[src/rtl/sam_pkg.sv]
// Shared definitions for the SAM control unit: FSM state encoding and the
// bit positions of the 22-bit datapath control word.
package sam_pkg;

    // Controller states: reset, fetch, then one short sequence per opcode.
    typedef enum logic [3:0] {
        S_RST = 4'd0,
        S_F1  = 4'd1,
        S_F2  = 4'd2,
        S_F3  = 4'd3,
        S_F4  = 4'd4,
        S_LD1 = 4'd5,
        S_LD2 = 4'd6,
        S_LD3 = 4'd7,
        S_LD4 = 4'd8,
        S_ST1 = 4'd9,
        S_ST2 = 4'd10,
        S_AD1 = 4'd11,
        S_AD2 = 4'd12,
        S_AD3 = 4'd13,
        S_AD4 = 4'd14,
        S_BR1 = 4'd15
    } state_t;

    // Opcode field {ir15, ir14}.
    localparam logic [1:0] OP_LOAD  = 2'b00;
    localparam logic [1:0] OP_STORE = 2'b01;
    localparam logic [1:0] OP_ADD   = 2'b10;
    localparam logic [1:0] OP_BRN   = 2'b11;

    // Control word bit positions.
    localparam int B_PC_ABUS    = 21;
    localparam int B_IR_ABUS    = 20;
    localparam int B_MBR_ABUS   = 19;
    localparam int B_RBUS_AC    = 18;
    localparam int B_AC_ALUA    = 17;
    localparam int B_MBUS_ALUB  = 16;
    localparam int B_ALU_ADD    = 15;
    localparam int B_ALU_PASSB  = 14;
    localparam int B_MAR_ADDR   = 13;
    localparam int B_MBR_DATA   = 12;
    localparam int B_ABUS_IR    = 11;
    localparam int B_ABUS_MAR   = 10;
    localparam int B_DATA_MBR   = 9;
    localparam int B_RBUS_MBR   = 8;
    localparam int B_MBR_MBUS   = 7;
    localparam int B_PC_CLR     = 6;
    localparam int B_PC_INC2    = 5;
    localparam int B_ABUS_PC    = 4;
    localparam int B_RW         = 3;
    localparam int B_REQUEST    = 2;
    localparam int B_AC_RBUS    = 1;
    localparam int B_ALU_RBUS   = 0;

endpackage

[src/rtl/sam_controller.sv]
// SAM control unit: Moore FSM sequencing fetch and LOAD/STORE/ADD/BRN
// execution. The control word b is decoded purely from the current state.
// Memory handshake: in an access state REQUEST (and RW) stay asserted and the
// state holds while mem_wait=1; the first cycle seen with mem_wait=0 completes
// the access and the FSM advances on the next edge.
module sam_controller
    import sam_pkg::*;
(
    input  logic        clk,
    input  logic        reset,
    input  logic        mem_wait,
    input  logic        ir15,
    input  logic        ac15,
    input  logic        ir14,
    output logic [21:0] b
);

    state_t     state_q;
    state_t     state_d;
    logic [1:0] opcode;

    assign opcode = {ir15, ir14};

    // State register; reset overrides everything, including an access in progress.
    always_ff @(posedge clk) begin
        if (reset) begin
            state_q <= S_RST;
        end else begin
            state_q <= state_d;
        end
    end

    // Next-state logic; opcode/ac15 only matter in F4, mem_wait only in access states.
    always_comb begin
        state_d = state_q;
        unique case (state_q)
            S_RST: state_d = S_F1;
            S_F1:  state_d = S_F2;
            S_F2:  state_d = mem_wait ? S_F2 : S_F3;
            S_F3:  state_d = S_F4;
            S_F4: begin
                unique case (opcode)
                    OP_LOAD:  state_d = S_LD1;
                    OP_STORE: state_d = S_ST1;
                    OP_ADD:   state_d = S_AD1;
                    OP_BRN:   state_d = ac15 ? S_BR1 : S_F1;
                    default:  state_d = S_F1;
                endcase
            end
            S_LD1: state_d = S_LD2;
            S_LD2: state_d = mem_wait ? S_LD2 : S_LD3;
            S_LD3: state_d = S_LD4;
            S_LD4: state_d = S_F1;
            S_ST1: state_d = S_ST2;
            S_ST2: state_d = mem_wait ? S_ST2 : S_F1;
            S_AD1: state_d = S_AD2;
            S_AD2: state_d = mem_wait ? S_AD2 : S_AD3;
            S_AD3: state_d = S_AD4;
            S_AD4: state_d = S_F1;
            S_BR1: state_d = S_F1;
            default: state_d = S_RST;
        endcase
    end

    // Control word decode; every bit not named for a state stays 0.
    always_comb begin
        b = '0;
        unique case (state_q)
            S_RST: b[B_PC_CLR] = 1'b1;
            S_F1: begin
                b[B_PC_ABUS]  = 1'b1;
                b[B_ABUS_MAR] = 1'b1;
                b[B_PC_INC2]  = 1'b1;
            end
            S_F2, S_LD2, S_AD2: begin
                b[B_MAR_ADDR] = 1'b1;
                b[B_RW]       = 1'b1;
                b[B_REQUEST]  = 1'b1;
            end
            S_F3, S_LD3, S_AD3: b[B_DATA_MBR] = 1'b1;
            S_F4: begin
                b[B_MBR_ABUS] = 1'b1;
                b[B_ABUS_IR]  = 1'b1;
            end
            S_LD1, S_AD1: begin
                b[B_IR_ABUS]  = 1'b1;
                b[B_ABUS_MAR] = 1'b1;
            end
            S_LD4: begin
                b[B_MBR_MBUS]  = 1'b1;
                b[B_MBUS_ALUB] = 1'b1;
                b[B_ALU_PASSB] = 1'b1;
                b[B_ALU_RBUS]  = 1'b1;
                b[B_RBUS_AC]   = 1'b1;
            end
            S_ST1: begin
                b[B_IR_ABUS]  = 1'b1;
                b[B_ABUS_MAR] = 1'b1;
                b[B_AC_RBUS]  = 1'b1;
                b[B_RBUS_MBR] = 1'b1;
            end
            // Write access: RW deliberately left at 0.
            S_ST2: begin
                b[B_MAR_ADDR] = 1'b1;
                b[B_MBR_DATA] = 1'b1;
                b[B_REQUEST]  = 1'b1;
            end
            S_AD4: begin
                b[B_AC_ALUA]   = 1'b1;
                b[B_MBR_MBUS]  = 1'b1;
                b[B_MBUS_ALUB] = 1'b1;
                b[B_ALU_ADD]   = 1'b1;
                b[B_ALU_RBUS]  = 1'b1;
                b[B_RBUS_AC]   = 1'b1;
            end
            S_BR1: begin
                b[B_IR_ABUS] = 1'b1;
                b[B_ABUS_PC] = 1'b1;
            end
            default: b = '0;
        endcase
    end

endmodule

[config.mk]
export PLATFORM = sky130hd
export DESIGN_NAME = sam_controller
export DESIGN_NICKNAME = d
export VERILOG_FILES = /design/src/rtl/sam_pkg.sv /design/src/rtl/sam_controller.sv
export SDC_FILE = /design/constraint.sdc
export NUM_CORES = 1
export LEC_CHECK = 0
export CORE_UTILIZATION = 40
export DETAILED_ROUTE_END_ITERATION = 12
export GPL_ROUTABILITY_DRIVEN = 0
export PLACE_DENSITY = 0.8
export SLEW_MARGIN = 0
export SYNTH_ARGS = -nofsm -noshare
export SYNTH_HDL_FRONTEND = slang
export SYNTH_SLANG_ARGS = --single-unit
[constraint.sdc]
create_clock -name clk -period 2.3 [get_ports clk]
set_clock_uncertainty 0.15 [all_clocks]
set_input_delay 0.345 -clock clk [delete_from_list [all_inputs] [get_ports clk]]
set_output_delay 0.345 -clock clk [all_outputs]
set_load 0.05 [all_outputs]
* After elaboration in Yosys (flattened, before gate mapping)
Index checks and enable logic that the tools add are counted.
** Storage, ports and cells
- Flip-flop bits (word level) :: 4
- Bits of input ports :: 6
- Output and inout port bits :: 22
- Logic and storage cells :: 49
** Cells by class
- Eq/ne operators :: 18
- Multiplexer cells :: 21
- Reductions and logical operators :: 9
** Operator list (number)
- $pmux W4 S13 :: 1
- $eq A4 B4 Y1 const B :: 8
- $mux W1 :: 17
- $eq A4 B3 Y1 const B :: 4
- $pmux W4 S4 :: 1
- $reduce_or A4 Y1 :: 4
- $eq A4 B2 Y1 const B :: 2
- $mux W4 :: 2
- $reduce_or A3 Y1 :: 2
- $eq A2 B2 Y1 const B :: 2
- $eq A4 B1 Y1 const B :: 1
- $logic_not A4 Y1 :: 1
- $eq A2 B1 Y1 const B :: 1
- $logic_not A2 Y1 :: 1
- $reduce_or A2 Y1 :: 1

* Logic depth before layout (Yosys ltp)
- Word-level depth :: 3
- Gate-level depth with buffers :: 5
- Mapped depth without buffers :: 3

* Worst setup path before layout
OpenSTA, ideal clock, no wires.
- Path type :: reg2out
- Start point :: register state_q[1]
- End point :: output b[16]
- Data arrival time :: 2.428 ns
- Data required time :: 1.805 ns
- Slack :: -0.623 ns
- Stages on the path, launching flop included :: 5
- Buffers on the path :: 2
- Path through :: dfxtp_1 > buf_6 > xor2_2 > nor3b_1 > buf_4
** On the way
- Word-level cells in the longest chain between the ends :: 3
- Elaborated cells between the ends (all ways) :: 4
- Those cells by class :: eq/ne: 2; mux: 1; reduce/logical: 1
** Ends and longest elaborated chain
- start: declaration :: line sam_controller.sv:18 : state_t state_q;
- start signal: assignment :: line sam_controller.sv:29 : state_q <= state_d;
- $eq A4 B4 Y1
- $reduce_or A2 Y1 (no source line) *
- $mux W1 *
- end: declaration :: line sam_controller.sv:15 : output logic [21:0] b
Every way passes the cells marked *; elsewhere a longest branch is shown, timed or not.

* Final worst setup path
- Start point :: register state_q[2]
- End point :: output b[7]
** On the way
- Word-level cells in the longest chain between the ends :: 3
- Elaborated cells between the ends (all ways) :: 4
- Those cells by class :: eq/ne: 2; mux: 1; reduce/logical: 1
** Ends and longest elaborated chain
- $eq A4 B4 Y1 :: line sam_controller.sv:68 : unique case (state_q)
- $reduce_or A2 Y1 (no source line) *
- $mux W1 * :: line sam_controller.sv:68
Marks and branches as above.

==> metrics.txt <==
clock-pin slew on the worst setup and hold paths 0.04 ns; category of the critical setup timing path flip-flop to output port; die span in x 38.3 um; top flop regs state_q (4); Initial Utilization 45.1%; critical path capture point type output port; final clock period utilization by the worst path 94.4%; asr flop ratio synth 0%; Overall Global Routing Usage 20.4%; Rows 12; share of final-layout standard cells stronger than drive strength 1 53.0%; sequential-to-total area share from yosys stat 15.2%; detailed router's first-iteration violation count 9; die area 1470 sq um; Hold Violations, Final 0; clock tree from TritonCTS yes; element type at the critical path start flip-flop; pwr dens 392 nW/um^2; WHS 0.522 ns; post-synthesis register bit count 4; Synth warnings 0; number of global-route vias before repair 442; CTS Buf Count 3; Total Power 0.382 mW; clock tree root driver cell sky130_fd_sc_hd__clkbuf_4; post-layout net count 91; Syn Nets 70; largest net degree at the start of global routing 15; worst-case headroom to the max-slew limit 61.4%; fill cell total of the finished layout 64; Critical-path top delay cell sky130_fd_sc_hd__dfxtp_1; most common cell in the synthesized netlist sky130_fd_sc_hd__buf_4; worst r2r path cells 3; Syn Area/Cell 8.25 sq um; total I/O pin count 28; Worst Hold Path Cells 2; number of optimization iterations in the first detailed-route pass 4; die outline height 38.3 um; maximum clock rate 0.461 GHz; RSZ-0062 raised after global routing no; final cell count without fillers 97; standby leakage power 0.371 nW; mapped cell area 528 sq um; max-cap check violation count 0; final-report setup violation count 0; CP Cell Sequence xor2_2 -> nor3b_4 -> buf_12; synth top area cells sky130_fd_sc_hd__dfxtp_1 (15%), sky130_fd_sc_hd__buf_4 (13%), sky130_fd_sc_hd__buf_6 (6.4%), sky130_fd_sc_hd__nor3b_1 (5.7%), sky130_fd_sc_hd__and2b_2 (5.0%); most common flop cell mapped by yosys sky130_fd_sc_hd__dfxtp_1; Area growth, synth to finish 84.6%; share of the synthesized area in the top cell type 15.2%; Worst Tran Pin Value 0.577 ns; DRC errors left 0; cell accounting for the most synthesized area sky130_fd_sc_hd__dfxtp_1; H-tree levels 1; Vias per Instance 5.33; Hold Path Class flip-flop to flip-flop; WL final 1330 um; number of buffers inserted for hold repair after clock tree synthesis 0; global-route wire length before repair 2070 um; number of flip-flops under the largest register name 4; Final ANT Viol Nets 0; highest net fanout along the worst path 11; dominant delay contributor by cell family on the critical path flip-flops; Slowest Stage Delay on Critical Path 0.61 ns; EDFF count, synth 0; core area 1170 sq um; maximum root-to-sink buffer count 2; critical path buffer and inverter count 1; number of port buffers 27; Peak supply drop 0.000318 V; data required time at the worst endpoint 1.80 ns; outcome completed; Synth cell types 29; min cycle time layout 2.17 ns; max-slew violation count 0; routed length per placed instance 13.7 um; most flop-heavy register state_q; antenna cells 0; critical path depth 3; number of standard cells after synthesis 64; total global routing overflow 0; total placed cells including tap cells 94; number of antenna violations at the first check in global routing 0; via count 517; worst-skew pair later-pin latency 0.23 ns; CTS sink count 4; data arrival at the endpoint of the critical path 1.68 ns; DP HPWL 1030 um
[tightest hold or removal path, delay by kind of cell (launching register included)]
family          cells  cell delay [ns]
flops               1             0.39
compound gates      1             0.08
simple gates        1             0.15
[routing by layer]
layer,wire (um),part of all wire (%),vias up,GRT usage [%]
met5,0,0,-,0
li1,-,-,250,-
met4,0,0,0,7.76
met1,535,40,246,24.8
met3,51,3.8,0,3.49
met2,740,56,21,35.2
[timing repair]
action	CTS	global route
hold endpoints to repair	0	0
gates resized for setup	1	1
setup endpoints to repair	2	4
setup buffers	0	0
[through the flow]
stage               worst slack (ns)  cell area, sq um  utilization, %  setup TNS (ns)
floorplan                    -0.0333               558               -         -0.0333
global placement               0.372               950            81.1               0
detailed placement             0.255               950            81.1               0
CTS                            0.103               973            83.1               0
global route                  0.0156               975            83.2               0
finish                         0.129               975            83.2               0
[final cells by class]
cell class,count,area (sq um),area share [%]
clock buffers,3,22.5,2.31
multi-input cells,45,364,37.4
repair buffers,29,480,49.3
flip-flops and latches,4,82.6,8.47
inverters,2,7.51,0.770
well taps,14,17.5,1.80
[power by group]
part	switching, mW	internal [mW]
Combinational	0.112	0.0925
Clock	0.0291	0.0584
Sequential	0.0154	0.0750
[cell usage in the layout, fill, tap and decap left out, types with 2 or more instances in the layout]
cell                              Yosys  routed
sky130_fd_sc_hd__inv_1                2       2
sky130_fd_sc_hd__and2b_2              3       3
sky130_fd_sc_hd__a21oi_1              4       4
sky130_fd_sc_hd__xor2_1               2       2
sky130_fd_sc_hd__dfxtp_1              4       2
sky130_fd_sc_hd__nor2_1               4       3
sky130_fd_sc_hd__nand2b_1             2       2
sky130_fd_sc_hd__clkbuf_4             0       3
sky130_fd_sc_hd__and2_1               2       2
sky130_fd_sc_hd__nor3b_1              4       2
sky130_fd_sc_hd__buf_4                9       4
sky130_fd_sc_hd__dfxtp_2              0       2
sky130_fd_sc_hd__clkdlybuf4s50_1      0       5
sky130_fd_sc_hd__buf_12               0      20
sky130_fd_sc_hd__o21ai_0              4       4
sky130_fd_sc_hd__nand3_1              3       3
sky130_fd_sc_hd__xnor2_1              2       2
[path summary, 6_finish.rpt]
check        slack (ns)  startpoint          to
min reg2reg        0.52  state_q[1]  state_q[0]
max                0.13  state_q[2]        b[7]
min                0.52  state_q[1]  state_q[0]
max reg2reg        0.59  state_q[2]  state_q[3]
[kinds of logic after synthesis]
group	after synthesis	synth area share [%]
AND/OR/NAND/NOR	28	37.9
buffers and inverters	15	21.6
AO/OA/AOI/OAI	12	15.6
XOR/XNOR	5	9.72
flip-flops	4	15.2
Power figures use the tool's default switching activity.
